## config.mk

```make
export PLATFORM = sky130hd
export DESIGN_NAME = digit_entry_ctrl
export DESIGN_NICKNAME = d
export VERILOG_FILES = /design/src/rtl/digit_entry_pkg.sv /design/src/rtl/btn_debounce.sv /design/src/rtl/digit_entry_ctrl.sv
export SDC_FILE = /design/constraint.sdc
export NUM_CORES = 1
export LEC_CHECK = 0
export CORE_MARGIN = 2
export CORE_UTILIZATION = 50
export DETAILED_ROUTE_END_ITERATION = 10
export PLACE_DENSITY = 0.68
export SETUP_SLACK_MARGIN = 0.2
export SLEW_MARGIN = 20
export SYNTH_ARGS = -nofsm -noshare
export SYNTH_HDL_FRONTEND = slang
export SYNTH_SLANG_ARGS = --single-unit
export TNS_END_PERCENT = 50
```

## constraint.sdc

```tcl
create_clock -name clk -period 4.75 [get_ports clk]
set_input_delay 1.1875 -clock clk [delete_from_list [all_inputs] [get_ports clk]]
set_output_delay 1.1875 -clock clk [all_outputs]
set_load 0.05 [all_outputs]
```

## src/rtl/digit_entry_pkg.sv

```systemverilog
// Shared types and constants for the push-button digit entry front end:
// FSM states, latched action codes, one-hot cursor constants, button indices
// and small helpers to read/write one digit of the packed 16-bit digit word.
package digit_entry_pkg;

    typedef enum logic [1:0] {
        IDLE,
        ACT,
        HOLD
    } state_t;

    typedef enum logic [2:0] {
        NONE,
        CLR,
        LEFT,
        RIGHT,
        UP,
        DOWN
    } action_t;

    // One-hot cursor values; digit0 is the leftmost digit in digits[15:12]
    localparam logic [3:0] DIGIT0_SEL = 4'b1000;
    localparam logic [3:0] DIGIT1_SEL = 4'b0100;
    localparam logic [3:0] DIGIT2_SEL = 4'b0010;
    localparam logic [3:0] DIGIT3_SEL = 4'b0001;

    // Bit positions of the buttons inside the packed button vectors
    localparam int BTN_CLR   = 0;
    localparam int BTN_LEFT  = 1;
    localparam int BTN_RIGHT = 2;
    localparam int BTN_UP    = 3;
    localparam int BTN_DOWN  = 4;

    // Highest-priority action among simultaneous press pulses
    function automatic action_t pick_action(input logic [4:0] press);
        action_t a;
        a = NONE;
        if (press[BTN_CLR])        a = CLR;
        else if (press[BTN_LEFT])  a = LEFT;
        else if (press[BTN_RIGHT]) a = RIGHT;
        else if (press[BTN_UP])    a = UP;
        else if (press[BTN_DOWN])  a = DOWN;
        return a;
    endfunction

    // Cursor bit j selects nibble j of the digit word
    function automatic logic [3:0] digit_field(input logic [15:0] d, input logic [3:0] sel);
        logic [3:0] v;
        v = '0;
        for (int j = 0; j < 4; j++) begin
            if (sel[j]) v = v | d[4*j +: 4];
        end
        return v;
    endfunction

    function automatic logic [15:0] digit_put(input logic [15:0] d, input logic [3:0] sel,
                                              input logic [3:0] v);
        logic [15:0] r;
        r = d;
        for (int j = 0; j < 4; j++) begin
            if (sel[j]) r[4*j +: 4] = v;
        end
        return r;
    endfunction

endpackage

```

## src/rtl/btn_debounce.sv

```systemverilog
// One-button debouncer: two-flop synchronizer, then a stability counter.
// The debounced level flips only after the synchronized input has differed
// from it for DEBOUNCE_CYCLES+1 consecutive samples; a rising flip emits a
// one-cycle press pulse in the same cycle the level goes high.
module btn_debounce
    import digit_entry_pkg::*;
#(
    parameter int DEBOUNCE_CYCLES = 500
) (
    input  logic clk,
    input  logic rst_n,
    input  logic btn,
    output logic level,
    output logic press
);

    localparam int CW = $clog2(DEBOUNCE_CYCLES + 1);

    logic          sync1_reg;
    logic          sync2_reg;
    logic          level_reg;
    logic          press_reg;
    logic [CW-1:0] cnt_reg;

    // Synchronize, count disagreement run, flip level at the threshold
    always_ff @(posedge clk or negedge rst_n) begin
        if (!rst_n) begin
            sync1_reg <= 1'b0;
            sync2_reg <= 1'b0;
            level_reg <= 1'b0;
            press_reg <= 1'b0;
            cnt_reg   <= '0;
        end else begin
            sync1_reg <= btn;
            sync2_reg <= sync1_reg;
            press_reg <= 1'b0;
            if (sync2_reg != level_reg) begin
                if (cnt_reg == CW'(DEBOUNCE_CYCLES)) begin
                    level_reg <= sync2_reg;
                    press_reg <= sync2_reg;
                    cnt_reg   <= '0;
                end else begin
                    cnt_reg <= cnt_reg + 1'b1;
                end
            end else begin
                cnt_reg <= '0;
            end
        end
    end

    assign level = level_reg;
    assign press = press_reg;

endmodule

```

## src/rtl/digit_entry_ctrl.sv

```systemverilog
// Push-button front end for the 4-digit seven-segment driver.
// Five debounced buttons edit four BCD digits through a one-hot cursor.
// Optional macro DIGIT_AUTO_REPEAT_EN: holding up or down alone re-applies
// that action every REPEAT_CYCLES clocks while in HOLD.
module digit_entry_ctrl
    import digit_entry_pkg::*;
#(
    parameter int DEBOUNCE_CYCLES = 500,
    parameter int MAX_DIGIT       = 9,
    parameter int REPEAT_CYCLES   = 12_500_000
) (
    input  logic        clk,
    input  logic        rst_n,
    input  logic        btn_left,
    input  logic        btn_right,
    input  logic        btn_up,
    input  logic        btn_down,
    input  logic        btn_clear,
    output logic [3:0]  sel_digit,
    output logic [3:0]  digit_value,
    output logic [15:0] digits,
    output logic        edit_pulse
);

    localparam logic [3:0] MAX_V = 4'(MAX_DIGIT);

    // Reject parameter values the datapath cannot represent
    if (DEBOUNCE_CYCLES < 1 || MAX_DIGIT < 1 || MAX_DIGIT > 15 || REPEAT_CYCLES < 1) begin : g_bad_param
        $error("digit_entry_ctrl: illegal parameter value");
    end

    logic [4:0] raw;
    logic [4:0] level;
    logic [4:0] press;

    assign raw = {btn_down, btn_up, btn_right, btn_left, btn_clear};

    genvar gi;
    generate
        for (gi = 0; gi < 5; gi++) begin : g_db
            btn_debounce #(
                .DEBOUNCE_CYCLES(DEBOUNCE_CYCLES)
            ) u_db (
                .clk   (clk),
                .rst_n (rst_n),
                .btn   (raw[gi]),
                .level (level[gi]),
                .press (press[gi])
            );
        end
    endgenerate

    state_t      state_reg, state_next;
    action_t     act_reg, act_next;
    logic [3:0]  sel_reg, sel_next;
    logic [15:0] digits_reg, digits_next;
    logic [3:0]  value_reg, value_next;
    logic        apply_en;
    action_t     apply_act;
    logic        rep_fire;
    action_t     rep_act;

`ifdef DIGIT_AUTO_REPEAT_EN
    localparam int RW = $clog2(REPEAT_CYCLES + 1);
    logic [RW-1:0] rep_cnt_reg;
    logic          rep_cond;

    assign rep_cond = (state_reg == HOLD) &&
                      ((level == 5'(1 << BTN_UP)) || (level == 5'(1 << BTN_DOWN)));
    assign rep_fire = rep_cond && (rep_cnt_reg == RW'(REPEAT_CYCLES - 1));
    assign rep_act  = level[BTN_UP] ? UP : DOWN;

    // Hold-time counter; restarts on HOLD entry, on condition loss and after each step
    always_ff @(posedge clk or negedge rst_n) begin
        if (!rst_n) begin
            rep_cnt_reg <= '0;
        end else if (!rep_cond || rep_fire) begin
            rep_cnt_reg <= '0;
        end else begin
            rep_cnt_reg <= rep_cnt_reg + 1'b1;
        end
    end
`else
    assign rep_fire = 1'b0;
    assign rep_act  = NONE;
`endif

    // State, latched action and display registers
    always_ff @(posedge clk or negedge rst_n) begin
        if (!rst_n) begin
            state_reg  <= IDLE;
            act_reg    <= NONE;
            sel_reg    <= DIGIT0_SEL;
            digits_reg <= '0;
            value_reg  <= '0;
        end else begin
            state_reg  <= state_next;
            act_reg    <= act_next;
            sel_reg    <= sel_next;
            digits_reg <= digits_next;
            value_reg  <= value_next;
        end
    end

    // Next state: latch one action per press, apply it once, wait for full release
    always_comb begin
        state_next = state_reg;
        act_next   = act_reg;
        apply_en   = 1'b0;
        apply_act  = act_reg;
        edit_pulse = 1'b0;
        case (state_reg)
            IDLE: begin
                if (|press) begin
                    act_next   = pick_action(press);
                    state_next = ACT;
                end
            end
            ACT: begin
                apply_en   = 1'b1;
                edit_pulse = 1'b1;
                state_next = HOLD;
            end
            HOLD: begin
                if (rep_fire) begin
                    apply_en   = 1'b1;
                    apply_act  = rep_act;
                    edit_pulse = 1'b1;
                end
                if (level == '0) begin
                    act_next   = NONE;
                    state_next = IDLE;
                end
            end
            default: state_next = IDLE;
        endcase
    end

    // Digit/cursor update; the shown value follows the updated cursor and digits
    always_comb begin
        logic [3:0] cur;
        cur         = digit_field(digits_reg, sel_reg);
        sel_next    = sel_reg;
        digits_next = digits_reg;
        if (apply_en) begin
            case (apply_act)
                CLR: begin
                    digits_next = '0;
                    sel_next    = DIGIT0_SEL;
                end
                LEFT:  sel_next = {sel_reg[2:0], sel_reg[3]};
                RIGHT: sel_next = {sel_reg[0], sel_reg[3:1]};
                UP:    digits_next = digit_put(digits_reg, sel_reg,
                                               (cur >= MAX_V) ? 4'd0 : cur + 4'd1);
                DOWN:  digits_next = digit_put(digits_reg, sel_reg,
                                               (cur == 4'd0) ? MAX_V : cur - 4'd1);
                default: ;
            endcase
        end
        value_next = digit_field(digits_next, sel_next);
    end

    assign sel_digit   = sel_reg;
    assign digits      = digits_reg;
    assign digit_value = value_reg;

endmodule
```

==> results.toml, run 1 <==
[status]
outcome = "completed"

[timing]
rsz0062_at_grt = "no"
fin_crit_ns = 3.420
final-hold-violation-count = 0
relSlewSlack_pct = 39.41
fmax_mhz = 292.4
setup_slack_ns = 1.330
worst_slew_pin_slew_ns = 0.9013
setup_viol = 0
finClkSkew_ns = 0.01285
worst_hold_slack_ns = 0.3551
finalCritPeriodShare_pct = 72.01
maxSlewViolCount = 0
setup_tns_ns = 0

[final_layout]
layout_commonest_cell = "dfrtp_1"
fin_cells = 664
largest_reg_flops = 45
area_growth_pct = 12.78
diodes = 0
final_cell_mix = "93 x dfrtp_1, 81 x nor2_1, 40 x nand2_1"
layout.nets = 547
drive_above_1_share_pct = 11.49

[detailed_routing]
routed_wl_microns = 10050
dr_total_vias = 3726
drt_iter0_drc = 243
first_pass_iters = 7
routedWlPerCell_microns = 15.13
ant_nets = 0
drcViolationCount = 0
via_per_inst = 5.611

[clocking]
clockBufferDepth = 2
clk_latency_ns = 0.37
cts_tree = "yes"
cts_max_level = 3
cts_setup_buffers = 0
clock_sinks = 94
cts-resized-gates = 0
cts_buffers = 9
clkTransAtPathRegs_ns = 0.09
clock_tree.root_cell = "clkbuf_8"
cts-hold-fix-buffers = 0

[synth]
synth.top_cell.area_share_pct = 47.53
ys_seq_area_share_pct = 48.07
synth.largest_area_cell = "dfrtp_1"
synth_flop_cell = "dfrtp_1"
synth_seq_cells = 94
synth_area_sq_um = 4896
avgSynthCellArea_sq_um = 9.891
synth_edf_count = 0
netlist-cell-type-count = 69
yosys_warnings = 0
syn-num-nets = 516
netlist_top_cells_area = "dfrtp_1 48%, nor2_1 6.2%, xnor2_1 4.7%"
syn-instance-count = 495
synth-async-reset-ratio_pct = 100.0

[global_route]
first_global_vias = 3517
antenna_found_initial = 0
grt_start_max_net_pins = 71
grt_usage_pct = 20.36
grt_pass1_wl_microns = 16770
overflow = 0

[placement]
routabilityCongestion = 0.8940
io_buffers = 31
dp_cells = 648
pre_cts_ws_ns = 1.718
dp_hpwl_microns = 7071

[setup_path]
crit_path_start = "state_reg[1]"
worst-setup-path-type = "reg2out"
reg2reg_from = "sel_digit[1]"
cp.arrival_ns = 2.23
start_kind = "flop"
end_kind = "output pin"
reg2reg_slack_ns = 1.92
cp_max_fo = 9
cp_data_required_time_ns = 3.56

[die]
die_area_sq_um = 10600
dieWidth_microns = 103.0
initial_core_util_pct = 50.79
die_h_microns = 103.0
rows = 36
core-area_sq_um = 9639
io_pins = 32

[job]
drv_cap = 0

[pwr]
ir_drop_v = 0.0002071
p_leak_uw = 0.002348
pwr_density_cell_nw_per_um2 = 263.2

[min_path]
hold_class = "reg2reg"
hp-start = "g_db[1].u_db.sync1_reg"
[cell usage after synthesis, drive strengths merged, types with 7 or more instances]
library cell,count
inv,22
dfrtp,93
nor3,11
nand4,7
nand2,42
xnor2,26
buf,10
xor2,12
o21ai,22
ha,14
a21oi,25
nand3,19
and3,8
mux2,8
a22oi,9
nor2,84
and2,10
[critical path, stage by stage, from the launching register on]
cell	delay, ns
dfrtp_1	0.43
nand2b_1	0.36
inv_1	0.23
clkdlybuf4s50_1	0.84
[final timing paths]
| kind | cells after the start | to |
|---|---|---|
| worst max-delay path | 3 | edit_pulse |
| worst min-delay path | 0 | g_db[1].u_db.sync2_reg |
| worst max register to register | 12 | digit_value[1] |
| worst min register to register | 0 | g_db[1].u_db.sync2_reg |
| max in group asynchronous | 2 | g_db[1].u_db.level |
| min in group asynchronous | 1 | digits[10] |
[cell families after synthesis]
logic type               after synthesis  share of synthesized area (%)
AO/OA/AOI/OAI                         93                          13.80
buffers and inverters                 35                          3.297
multiplexers                          12                          2.658
XOR/XNOR                              38                          6.798
AND/OR/NAND/NOR                      209                          21.80
adder cells (fa/ha/maj)               14                          3.578
flip-flops                            94                          48.07
[metrics by stage]
stage | utilization [%] | area (sq um) | total power, uW
finish | 57.28 | 5522 | 1454
global route | 57.28 | 5522 | 1517
CTS | 57.28 | 5522 | 1470
detailed placement | 55.05 | 5306 | 895.8
global placement | 55.05 | 5306 | 893.2
floorplan | - | 4896 | 865.2
[final cells by class]
| cell class | instances | area, sq um |
|---|---|---|
| clock buffer | 11 | 151.4 |
| clock inverter | 5 | 63.81 |
| fill | 868 | 4118 |
| inverter | 22 | 82.58 |
| multi-input combinational | 366 | 2381 |
| sequential | 94 | 2354 |
| tap | 133 | 166.4 |
| timing repair buffer | 33 | 322.8 |
[power by group]
part	leakage (uW)	switching (uW)	internal (uW)	total [uW]
registers	0.00127	13.8	814	828
clock network	0.000112	297	279	576
logic	0.000961	31.1	18.3	49.4
total	0.00235	342	1110	1450
[metal layers]
layer / up-vias / share of wire, % / GRT usage, %
li1: 1784 / - / -
met1: 1799 / 46 / 27.48
met2: 124 / 46 / 32.42
met3: 19 / 6.4 / 4.271
met4: 0 / 2.1 / 7.794
met5: - / 0 / 0
No activity file was read; power rests on OpenSTA's default activity.
==> run 2, diff against run 1 <==
--- a/config.mk
+++ b/config.mk
@@ -8,7 +8,7 @@
 export CORE_MARGIN = 2
 export CORE_UTILIZATION = 50
 export DETAILED_ROUTE_END_ITERATION = 10
-export PLACE_DENSITY = 0.68
+export PLACE_DENSITY = 0.71
 export SETUP_SLACK_MARGIN = 0.2
 export SLEW_MARGIN = 20
 export SYNTH_ARGS = -nofsm -noshare
==> constraint.sdc (replaced) <==
create_clock -name clk -period 2.8 [get_ports clk]
set_input_delay 0.7 -clock clk [delete_from_list [all_inputs] [get_ports clk]]
set_output_delay 0.7 -clock clk [all_outputs]
set_load 0.05 [all_outputs]
==> results.toml, run 2 (synthesis gave the netlist of run 1 again) <==
[job]
drv_cap = 0

[detailed_routing]
ant_nets = 0
dr_total_vias = 3831
drt_iter0_drc = 189
routedWlPerCell_microns = 15.76
wl_met1_microns = 4712
dr_wl_met2_microns = 4999
wl_met3_microns = 626
via_per_inst = 5.642
routed_wl_microns = 10700
highest_layer = "met4"
first_pass_iters = 5
drcViolationCount = 0

[timing]
setup_slack_ns = 0.2431
worst_slew_pin_slew_ns = 0.6484
fin_crit_ns = 2.557
rsz0062_at_grt = "no"
maxSlewViolCount = 0
finClkSkew_ns = 0.009419
relSlewSlack_pct = 56.59
finalCritPeriodShare_pct = 91.32
worst_hold_slack_ns = 0.2199
setup_tns_ns = 0
setup_viol = 0
fmax_mhz = 391.1
final-hold-violation-count = 0

[final_layout]
drive_above_1_share_pct = 15.02
diodes = 0
post-route-util_pct = 58.58
area_growth_pct = 15.33
layout_commonest_cell = "dfrtp_1"
largest_reg_flops = 45
layout.nets = 562
fin_area_sq_um = 5647
final_cell_mix = "91 x dfrtp_1, 81 x nor2_1, 40 x nand2_1"

[pwr]
ir_drop_v = 0.0002806
pwr_density_cell_nw_per_um2 = 419.4
p_leak_uw = 0.002427

[setup_path]
critPathBufInv = 2
crit_family = "buffers and inverters"
reg2reg_from = "sel_digit[2]"
critPathSlowestCell = "clkdlybuf4s50_1"
worst-setup-path-type = "reg2out"
start_kind = "flop"
end_kind = "output pin"
r2r_end = "digit_value[1]"
reg2reg_slack_ns = 0.29
crit_chain = "buf_4 > clkdlybuf4s50_1"
cp_data_required_time_ns = 2.10
cp.arrival_ns = 1.86
max_stage_delay_ns = 0.82
r2r_cells = 9
cp_max_fo = 8

[global_route]
antenna_found_initial = 0
overflow = 0
first_global_vias = 3759
grt_usage_pct = 21.68
grt_pass1_wl_microns = 17820
grt_start_max_net_pins = 72

[clocking]
clock_tree.root_cell = "clkbuf_8"
clockBufferDepth = 2
cts_tree = "yes"
cts_max_level = 3
clkTransAtPathRegs_ns = 0.10
cts-hold-fix-buffers = 0
clk_latency_ns = 0.36
cts_buffers = 9
clock_sinks = 94

[die]
die_h_microns = 103.0
die_area_sq_um = 10600
io_pins = 32
dieWidth_microns = 103.0
rows = 36
initial_core_util_pct = 50.79
core-area_sq_um = 9639

[min_path]
hold_class = "in2async"

[placement]
placed_cell_area_sq_um = 5406
pre_cts_ws_ns = 0.2947
io_buffers = 31
routabilityCongestion = 0.9510
dp_hpwl_microns = 7658

[status]
outcome = "completed"
==> run 2: stage by stage <==
stage | std cells | power (uW)
after floorplan | 495 | 1468
after global placement | 660 | 1518
after detailed placement | 660 | 1522
after CTS | 676 | 2394
after global routing | 679 | 2474
final | 679 | 2368
==> run 2: layout make-up <==
class / instances / area, sq um
flip-flops and latches: 94 / 2356
well taps: 133 / 166.4
repair buffers: 48 / 444.2
clock inverters: 6 / 56.30
inverters: 22 / 82.58
fillers: 858 / 3993
clock buffers: 10 / 137.6
multi-input cells: 366 / 2404
==> run 2: where the power goes <==
group | switching (uW) | internal [uW] | leakage, uW
combinational | 54.3 | 33.5 | 0.00106
sequential | 22.9 | 1380 | 0.00127
clock | 513 | 363 | 0.000100
total | 591 | 1780 | 0.00243
==> run 2: worst max-delay path by stage <==
stage | start | endpoint | cells past startpoint
2_1_floorplan | sel_digit[1] | digit_value[1] | 12
3_3_place_gp | sel_digit[2] | digit_value[1] | 9
3_5_place_dp | sel_digit[2] | digit_value[1] | 11
4_1_cts | sel_digit[2] | sel_digit[2] | 2
5_1_grt | sel_digit[0] | digit_value[3] | 11
6_report | sel_digit[2] | sel_digit[2] | 2
==> run 2: per-layer routing <==
metal	vias to the layer above	track usage (%)
li1	1812	-
met1	1864	28.70
met2	123	34.22
met3	32	3.864
met4	0	11.23
met5	-	0
==> run 2: timing repair <==
item                       4_1_cts  5_1_grt
cloned                           0        0
setup buffers                    0        3
setup endpoints to repair        3        9
pin swaps                        0        3
gates resized for setup          1        7
==> run 3, diff against run 2 <==
--- a/config.mk
+++ b/config.mk
@@ -5,7 +5,7 @@
 export SDC_FILE = /design/constraint.sdc
 export NUM_CORES = 1
 export LEC_CHECK = 0
-export CORE_MARGIN = 2
+export CORE_MARGIN = 5
 export CORE_UTILIZATION = 50
 export DETAILED_ROUTE_END_ITERATION = 10
 export PLACE_DENSITY = 0.71
==> results.toml, run 3 (synthesis gave the netlist of run 1 again) <==
[global_route]
antenna_found_initial = 0
overflow = 0
first_global_vias = 3730
grt_start_max_net_pins = 43
grt_usage_pct = 19.20
grt_pass1_wl_microns = 17910

[clocking]
clkTransAtPathRegs_ns = 0.10
cts_tree = "yes"
clockBufferDepth = 2
cts_max_level = 3
cts_buffers = 9
clock_tree.root_cell = "clkbuf_8"
clk_latency_ns = 0.36
cts-hold-fix-buffers = 0
clock_sinks = 94

[timing]
finClkSkew_ns = 0.01367
setup_viol = 0
setup_slack_ns = 0.2460
final-hold-violation-count = 0
maxSlewViolCount = 0
finalCritPeriodShare_pct = 91.21
relSlewSlack_pct = 45.85
setup_tns_ns = 0
rsz0062_at_grt = "yes"
fmax_mhz = 391.5
fin_crit_ns = 2.554
worst_slew_pin_slew_ns = 0.8069

[placement]
pre_cts_ws_ns = 0.2478
dp_cells = 658
io_buffers = 31
routabilityCongestion = 0.9319
dp_hpwl_microns = 7806

[setup_path]
start_kind = "flop"
reg2reg_slack_ns = 0.25
crit_path_start = "sel_digit[3]"
reg2reg_from = "sel_digit[3]"
crit_end = "digit_value[3]"
r2r_end = "digit_value[3]"
r2r_cells = 11
cp_max_fo = 8
cp_data_required_time_ns = 3.04
worst-setup-path-type = "reg2reg"
end_kind = "flop"
cp.arrival_ns = 2.80

[final_layout]
layout_commonest_cell = "dfrtp_1"
diodes = 0
fin_cells = 682
post-route-util_pct = 59.01
layout.nets = 565
largest_reg_flops = 45
final_cell_mix = "91 x dfrtp_1, 81 x nor2_1, 40 x nand2_1"
drive_above_1_share_pct = 16.03
fill_cells = 872
area_growth_pct = 16.18

[detailed_routing]
dr_total_vias = 3889
routed_wl_microns = 10990
drcViolationCount = 0
drt_iter0_drc = 175
first_pass_iters = 5
ant_nets = 0
via_per_inst = 5.702
routedWlPerCell_microns = 16.11

[die]
io_pins = 32
rows = 36
dieWidth_microns = 109.0
initial_core_util_pct = 50.79
core-area_sq_um = 9639
die_h_microns = 109.0
die_area_sq_um = 11870

[status]
outcome = "completed"

[pwr]
pwr_density_cell_nw_per_um2 = 414.0
finalPower_uw = 2355
p_leak_uw = 0.002456
ir_drop_v = 0.0002260

[min_path]
hold_class = "in2async"

[job]
drv_cap = 0
==> run 3: cell count changes in the layout (fill, tap and decap cells not counted), moves of 2 or more <==
cell / delta
buf_4: +3
clkinvlp_4: +3
a21oi_2: +2
a21oi_1: -2
==> run 3: worst min-delay path by stage <==
stage	startpoint	endpoint	slack, ns	depth (start not counted)
after CTS	rst_n	g_db[4].u_db.cnt_reg[4]	0.30	1
after global routing	rst_n	g_db[4].u_db.cnt_reg[5]	0.32	1
after global placement	g_db[0].u_db.sync1_reg	g_db[0].u_db.sync2_reg	0.33	0
final	rst_n	g_db[4].u_db.cnt_reg[5]	0.30	1
after detailed placement	g_db[0].u_db.sync1_reg	g_db[0].u_db.sync2_reg	0.33	0
after floorplan	g_db[0].u_db.sync1_reg	g_db[0].u_db.sync2_reg	0.33	0
==> run 3: power by group <==
group	switching [uW]	total (uW)	internal (uW)
Combinational	54.1	88.2	34.0
Sequential	23.3	1400	1380
Clock	503	862	359
Total	580	2350	1770
==> run 3: timing repair <==
item | CTS | global route
pin swaps | 0 | 3
endpoints found under the hold margin | 0 | 0
buffers inserted | 0 | 8
gates resized for setup | 1 | 12
setup endpoints to repair | 3 | 13
==> run 3: worst max-delay path, stage by stage, from the launching register on <==
cell and delay [ns]:
dfstp_2 0.65, a22oi_1 0.09, and2_4 0.17, inv_2 0.12, ha_1 0.16, nand2b_4 0.13, a2111oi_2 0.05, a41oi_2 0.31
a21oi_2 0.12, o31ai_1 0.29, o21ai_1 0.14, a21o_1 0.20
==> run 3: layout make-up <==
| type | instances | area, sq um | area share [%] |
|---|---|---|---|
| tap | 133 | 166.4 | 2.926 |
| multi-input combinational | 366 | 2420 | 42.54 |
| sequential | 94 | 2356 | 41.42 |
| clock buffer | 10 | 137.6 | 2.420 |
| inverter | 22 | 82.58 | 1.452 |
| timing repair buffer | 51 | 469.2 | 8.249 |
| clock inverter | 6 | 56.30 | 0.9899 |
==> run 3: metrics by stage <==
step / hold slack [ns] / instance area, sq um
finish: 0.2998 / 5688
global route: 0.3173 / 5688
floorplan: 0.3312 / 4896
global placement: 0.3331 / 5391
detailed placement: 0.3347 / 5391
CTS: 0.3047 / 5584
==> run 3: layer usage <==
layer / track usage, % / routed length (microns)
met2: 31.49 / 5385
met1: 24.99 / 4676
met4: 8.656 / 275
met5: 0 / 0
met3: 3.138 / 650
